File: src/rtl/accum_rr_sequencer_if.sv
// accum_rr_sequencer_if: requester handshakes and shared adder operands/result
interface accum_rr_sequencer_if #(
    parameter int WIDTH = 5
);
    logic             req0_valid;
    logic [WIDTH-1:0] req0_data;
    logic             req0_ready;
    logic             req1_valid;
    logic [WIDTH-1:0] req1_data;
    logic             req1_ready;
    logic [WIDTH-1:0] add_in1;
    logic [WIDTH-1:0] add_in2;
    logic [WIDTH-1:0] add_out;
    modport slave (
        input  req0_valid, req0_data, req1_valid, req1_data, add_out,
        output req0_ready, req1_ready, add_in1, add_in2
    );
    modport master (
        output req0_valid, req0_data, req1_valid, req1_data, add_out,
        input  req0_ready, req1_ready, add_in1, add_in2
    );
endinterface

File: src/rtl/accum_rr_sequencer.sv
// accum_rr_sequencer: round-robin feeds len operands through a shared adder into an accumulator
module accum_rr_sequencer #(
    parameter int WIDTH = 5,
    parameter int LEN_W = 4
) (
    input  logic                 clk,
    input  logic                 rst,
    input  logic                 start_i,
    input  logic [LEN_W-1:0]     len_i,
    accum_rr_sequencer_if.slave  bus,
    output logic [WIDTH-1:0]     acc_out_o,
    output logic                 ovf_o,
    output logic                 busy_o,
    output logic                 done_o
);
    typedef enum logic [1:0] {IDLE, RUN, DONE} state_t;
    state_t           state_q, state_d;
    logic [WIDTH-1:0] acc_q, acc_d;
    logic [LEN_W-1:0] rem_q, rem_d;
    logic             ovf_q, ovf_d;
    logic             ptr_q, ptr_d;
    logic             run, g0, g1, xfer;
    always_comb begin
        run = state_q == RUN;
        g0 = run & bus.req0_valid & (~bus.req1_valid | ~ptr_q);
        g1 = run & bus.req1_valid & (~bus.req0_valid | ptr_q);
        xfer = g0 | g1;
        bus.req0_ready = g0;
        bus.req1_ready = g1;
        bus.add_in1 = acc_q;
        bus.add_in2 = g0 ? bus.req0_data : g1 ? bus.req1_data : '0;
        acc_out_o = acc_q;
        ovf_o = ovf_q;
        busy_o = run;
        done_o = state_q == DONE;
    end
    always_comb begin
        state_d = state_q;
        acc_d = acc_q;
        rem_d = rem_q;
        ovf_d = ovf_q;
        ptr_d = ptr_q;
        unique case (state_q)
            IDLE: if (start_i) begin
                acc_d = '0;
                ovf_d = 1'b0;
                rem_d = len_i;
                ptr_d = 1'b0;
                state_d = (len_i != '0) ? RUN : DONE;
            end
            RUN: if (xfer) begin
                acc_d = bus.add_out;
                ovf_d = ovf_q | (bus.add_out < acc_q);
                rem_d = rem_q - 1'b1;
                ptr_d = g0;
                state_d = (rem_q == LEN_W'(1)) ? DONE : RUN;
            end
            DONE: state_d = IDLE;
            default: state_d = IDLE;
        endcase
    end
    always_ff @(posedge clk) begin
        if (rst) begin
            state_q <= IDLE;
            acc_q <= '0;
            rem_q <= '0;
            ovf_q <= 1'b0;
            ptr_q <= 1'b0;
        end else begin
            state_q <= state_d;
            acc_q <= acc_d;
            rem_q <= rem_d;
            ovf_q <= ovf_d;
            ptr_q <= ptr_d;
        end
    end
endmodule

File: src/flat_wrapper.sv
// flat-port wrapper written by rule: the top's interface ports become plain ports
module accum_rr_sequencer_flat 
#(
    parameter int WIDTH = 5,
    parameter int LEN_W = 4
)
  (clk, rst, start_i, len_i, acc_out_o, ovf_o, busy_o, done_o, bus_req0_valid, bus_req0_data, bus_req1_valid, bus_req1_data, bus_add_out, bus_req0_ready, bus_req1_ready, bus_add_in1, bus_add_in2);
  accum_rr_sequencer_if #(.WIDTH(WIDTH)) bus_i ();
  input  logic clk;
  input  logic rst;
  input  logic start_i;
  input  logic [LEN_W-1:0] len_i;
  output logic [WIDTH-1:0] acc_out_o;
  output logic ovf_o;
  output logic busy_o;
  output logic done_o;
  input wire logic [$bits(bus_i.req0_valid)-1:0] bus_req0_valid;
  input wire logic [$bits(bus_i.req0_data)-1:0] bus_req0_data;
  input wire logic [$bits(bus_i.req1_valid)-1:0] bus_req1_valid;
  input wire logic [$bits(bus_i.req1_data)-1:0] bus_req1_data;
  input wire logic [$bits(bus_i.add_out)-1:0] bus_add_out;
  output wire logic [$bits(bus_i.req0_ready)-1:0] bus_req0_ready;
  output wire logic [$bits(bus_i.req1_ready)-1:0] bus_req1_ready;
  output wire logic [$bits(bus_i.add_in1)-1:0] bus_add_in1;
  output wire logic [$bits(bus_i.add_in2)-1:0] bus_add_in2;
  assign bus_i.req0_valid = bus_req0_valid;
  assign bus_i.req0_data = bus_req0_data;
  assign bus_i.req1_valid = bus_req1_valid;
  assign bus_i.req1_data = bus_req1_data;
  assign bus_i.add_out = bus_add_out;
  assign bus_req0_ready = bus_i.req0_ready;
  assign bus_req1_ready = bus_i.req1_ready;
  assign bus_add_in1 = bus_i.add_in1;
  assign bus_add_in2 = bus_i.add_in2;
  accum_rr_sequencer #(.WIDTH(WIDTH), .LEN_W(LEN_W)) u_core (.clk(clk), .rst(rst), .start_i(start_i), .len_i(len_i), .bus(bus_i), .acc_out_o(acc_out_o), .ovf_o(ovf_o), .busy_o(busy_o), .done_o(done_o));
endmodule
File: config.mk
export PLATFORM = sky130hd
export DESIGN_NAME = accum_rr_sequencer_flat
export DESIGN_NICKNAME = d
export VERILOG_FILES = /design/src/rtl/accum_rr_sequencer_if.sv /design/src/rtl/accum_rr_sequencer.sv /design/src/flat_wrapper.sv
export SDC_FILE = /design/constraint.sdc
export NUM_CORES = 1
export LEC_CHECK = 0
export BUFFER_PORTS_ARGS = -buffer_cell sky130_fd_sc_hd__buf_4
export CORE_MARGIN = 5
export CORE_UTILIZATION = 48
export DETAILED_ROUTE_END_ITERATION = 10
export PLACE_DENSITY = 0.92
export SLEW_MARGIN = 30
export SYNTH_ARGS = -nofsm -noshare
export SYNTH_HDL_FRONTEND = slang
export SYNTH_SLANG_ARGS = --single-unit
File: constraint.sdc
create_clock -name clk -period 2.97 [get_ports clk]
set_input_delay 0.594 -clock clk [delete_from_list [all_inputs] [get_ports clk]]
set_output_delay 0.594 -clock clk [all_outputs]
set_load 0.01 [all_outputs]
# After elaboration in Yosys (flattened, before gate mapping)
# Index checks and enable logic that the tools add are counted.
[totals]
regBits = 13
inputBits = 24
word_cells = 46
out_inout_bits = 20
[classes]
addsub = 1
eq_ne = 5
bitwise_logic = 11
n_mux = 18
magnitude_cmp = 1
reduce_logical = 5
[op_table]
columns = ["cell", "n"]
rows = [
  ["2-to-1 mux 5 bit", 4],
  ["case mux 5 bit (2 select lines)", 1],
  ["2-to-1 mux 2 bit", 4],
  ["2-to-1 mux 4 bit", 2],
  ["case mux 4 bit (2 select lines)", 1],
  ["< comparator 5 bit", 1],
  ["AND 1 bit", 4],
  ["equality test 4 x 1 -> 1 bit, second input constant", 1],
  ["OR 1 bit", 4],
  ["case mux 1 bit (2 select lines)", 2],
  ["case mux 2 bit (2 select lines)", 1],
  ["nonzero test 4 bit", 1],
  ["subtractor 4 x 1 -> 4 bit, second input constant", 1],
  ["2-to-1 mux 1 bit", 3],
  ["inverter 1 bit", 3],
  ["AND reduction 3 bit", 1],
  ["equality test 2 x 1 -> 1 bit, second input constant", 1],
  ["equality test 2 bit, second input constant", 1],
  ["zero test 2 bit", 1],
  ["inequality test 2 x 1 -> 1 bit, second input constant", 1],
  ["inequality test 2 bit, second input constant", 1],
  ["AND reduction 2 bit", 1],
  ["nonzero test 2 bit", 1],
]

# Longest topological paths before layout
[depth]
ltp_word = 6
mapped_depth = 6
ltp_nobuf = 6

# Least setup slack after synthesis
# OpenSTA, ideal clock, no wires.
[synth_timing]
path_type = "in2out"
start = "in bus_req1_valid"
end = "out bus_add_in2[0]"
cell_stages = 3
arrival_ns = 1.333
path_buffers = 0
required_time_ns = 2.376
slack_ns = 1.043
path_cell_list = "a21boi_0 -> a22oi_1 -> nor2_1"
[synth_between]
elab_chain_cells = 4
elab_cells_between_ends = 7
classes_between = "mux: 2; bitwise: 5"
[synth_rtl]
columns = ["element", "line_no", "rtl"]
rows = [
  ["start, declared", "flat_wrapper.sv:19", "input wire logic [$bits(bus_i.req1_valid)-1:0] bus_req1_valid;"],
  ["AND 1 bit or inverter 1 bit (tied branches)", "accum_rr_sequencer.sv:26, accum_rr_sequencer.sv:25", ""],
  ["AND 1 bit or OR 1 bit (tied branches)", "accum_rr_sequencer.sv:26, accum_rr_sequencer.sv:25", ""],
  ["2-to-1 mux 5 bit or AND 1 bit (tied branches)", "accum_rr_sequencer.sv:31, accum_rr_sequencer.sv:25", ""],
  ["2-to-1 mux 5 bit (*)", "accum_rr_sequencer.sv:31", "bus.add_in2 = g0 ? bus.req0_data : g1 ? bus.req1_data : '0;"],
  ["end, declared", "flat_wrapper.sv:25", "output wire logic [$bits(bus_i.add_in2)-1:0] bus_add_in2;"],
]
# Every way passes the cells marked *; elsewhere a longest branch is shown, timed or not.

# Worst setup path after layout
[layout_timing]
start = "in bus_req0_valid"
end = "out bus_add_in2[0]"
[layout_between]
elab_chain_cells = 5
elab_cells_between_ends = 7
classes_between = "mux: 2; bitwise: 5"
[layout_rtl]
columns = ["element", "line_no", "rtl"]
rows = [
  ["start, declared", "flat_wrapper.sv:17", "input wire logic [$bits(bus_i.req0_valid)-1:0] bus_req0_valid;"],
  ["inverter 1 bit", "accum_rr_sequencer.sv:26", "g1 = run & bus.req1_valid & (~bus.req0_valid | ptr_q);"],
  ["OR 1 bit", "accum_rr_sequencer.sv:26", ""],
  ["AND 1 bit", "accum_rr_sequencer.sv:26", ""],
  ["2-to-1 mux 5 bit", "accum_rr_sequencer.sv:31", ""],
  ["2-to-1 mux 5 bit (*)", "accum_rr_sequencer.sv:31", ""],
]
# Marked as above.

==> reports/metrics.cfg <==
[outcome]
status = completed

[synth]
yosysSeqAreaShare_pct = 29.97
syn_area_per_cell_um2 = 8.430
synth_cell_type_count = 31
ys_warn_count = 0
synth_fp_nets = 133
ys_ff_latch = 13
synth.cell_area_um2 = 868.3
netlist_instances = 103

[grt]
first_global_vias = 924
grt_overflow = 0
track_usage_pct = 18.63
grt_max_degree = 15
antenna_found_initial = 0
grt_first_pass_wirelength_um = 3857

[clocking]
cts_tree = built
path_clk_slew_ps = 80
cts_buffer_depth = 2
clkLatencyLatePin_ps = 280
hold_buffers = 0
cts_sinks = 13
htreeDepth = 1
cts-root-buf = clkbuf_4
post_cts_buffers = 0
cts_made_buffers = 3
cts-resized-gates = 0

[floorplan]
core-area_um2 = 1727
die_x_um = 52.53
ios = 44
num_rows = 15
die_h_um = 52.53
start_util_pct = 50.29
dieArea_um2 = 2759

[sta]
setup_violations = 0
rsz0062_at_grt = false
fmax_mhz = 436.4
fin_crit_sh_pct = 77.15
final_hold_viol_count = 0
worst_pin_slew_ps = 601.4
relSlewSlack_pct = 59.55
slew_viol_final = 0
tns_ps = 0
fin_skew_ps = 2.313
min_period_ps = 2291

[route]
ant_nets = 0
via_per_inst = 5.359
drc = 0
dr.pass1.iters = 4
vias = 895
drt-total-wl_um = 2354
drt_iter0_markers = 22
drt-wirelength-per-cell_um = 14.10

[layout]
area_growth_pct = 36.46
nNetsFinal = 173
antenna_cells = 0
drive_above_1_share_pct = 39.44
fillers = 152
fin_util_pct = 68.62

[min_path]
hold_path_class = reg -> reg

[job]
drv_cap = 0

[placement]
gp_congestion = 0.8000
hpwl_um = 1923
portBuffers = 43

[worst_setup_path]
worst_setup_path_end_kind = primary output
crit_fanout = 6
cp.required_ps = 2380
startpoint_type = input port
arrival_ps = 1700
criticalPathCategory = in -> out

[power_and_ir_drop]
p_leak_nw = 0.5324
peakVddDrop_uv = 301.1
pwr_density_cell_nw_per_um2 = 393.0

-- cell type report --
cell class                      instances  area (um2)  share of cell area, %
Multi-Input combinational cell         71       503.0                  42.45
Sequential cell                        13       260.3                  21.96
Tap cell                               25       31.28                  2.640
Inverter                               11       41.29                  3.485
Timing Repair Buffer                   43       322.8                  27.24
Clock buffer                            4       26.28                  2.218
-- cells in the mapped netlist, drive strengths merged --
library cell   n  share of area (%)
a2111oi        2                2.0
a211o          1                1.0
a211oi         4                5.2
a21boi         2                1.7
a21oi          3                1.7
a221oi         2                3.5
a22oi         10                8.6
a31oi          1               0.72
and2           2                1.4
and2b          1                1.0
buf            7                6.9
clkbuf         1               0.43
dfxtp         13                 30
ha             6                8.6
inv           11                4.8
nand2          1               0.43
nand2b         5                3.6
nand3          1               0.58
nor2          17                8.8
nor3           5                2.9
nor3b          1               0.86
nor4           2                1.4
o21ai          3                1.7
o32ai          1                1.0
xor2           1                1.0
-- layout by cell type, fill, tap and decap left out, drive strengths merged --
master   instances
a21oi            3
nand2b           5
nor3b            1
nor3             5
a31oi            1
dfxtp           13
o21ai            3
xor2             1
a211o            1
buf             43
inv             11
clkbuf           4
a2111oi          2
and2             2
and2b            1
ha               6
a22oi           10
nor4             2
a21boi           2
a221oi           2
o32ai            1
nand2            1
a211oi           4
nor2            17
nand3            1
-- per-stage QoR --
| stage | std cells | setup WS, ps | hold WS [ps] | power [mW] | area [um2] |
|---|---|---|---|---|---|
| 2_1_floorplan | 103 | 1043 | 462.4 | 0.2984 | 868.3 |
| 3_3_place_gp | 163 | 771.5 | 472.8 | 0.3505 | 1159 |
| 3_5_place_dp | 163 | 679.4 | 471.1 | 0.3567 | 1159 |
| 4_1_cts | 167 | 680.0 | 483.7 | 0.4699 | 1185 |
| 5_1_grt | 167 | 572.9 | 529.5 | 0.4977 | 1185 |
| 6_report | 167 | 678.5 | 480.9 | 0.4657 | 1185 |
-- layer usage --
layer	share of wire, %	track usage, %
met3	7.2	6.838
met5	0	0
met2	53	33.88
met4	0	2.553
met1	40	20.89
-- state kept, by name (all words and copies together) (netlist names) --
name,cells
u_core.ptr_q,1
u_core.acc_out_o,5
u_core.rem_q,4
u_core.state_q,2
u_core.ovf_o,1
-- power breakdown --
| group | internal [mW] | switching (mW) |
|---|---|---|
| registers | 0.188 | 0.0139 |
| clock network | 0.0522 | 0.0601 |
| logic | 0.0742 | 0.0777 |
-- critical path: stages --
cell	delay (ps)
buf_4	130
a21boi_0	500
a22oi_1	210
nor2_1	130
buf_4	130
-- worst paths after layout --
kind / start / cells after the start / to / slack (ps)
setup / recovery: bus_req0_valid / 5 / bus_add_in2[0] / 680
hold / removal: u_core.ovf_o / 2 / u_core.ovf_o / 480
setup reg to reg: u_core.state_q[1] / 5 / u_core.rem_q[2] / 1410
hold reg to reg: u_core.ovf_o / 2 / u_core.ovf_o / 480
-- logic make-up (layout without fill, tap and decap cells) --
kind of cell	after synthesis	in the layout	share of synthesized area, %
simple gates	35	35	21.04
compound gates	29	29	27.23
buf+inv	19	58	12.10
flops	13	13	29.97
fa+ha+maj	6	6	8.645
xor+xnor	1	1	1.009
Power figures use the tool's default switching activity.
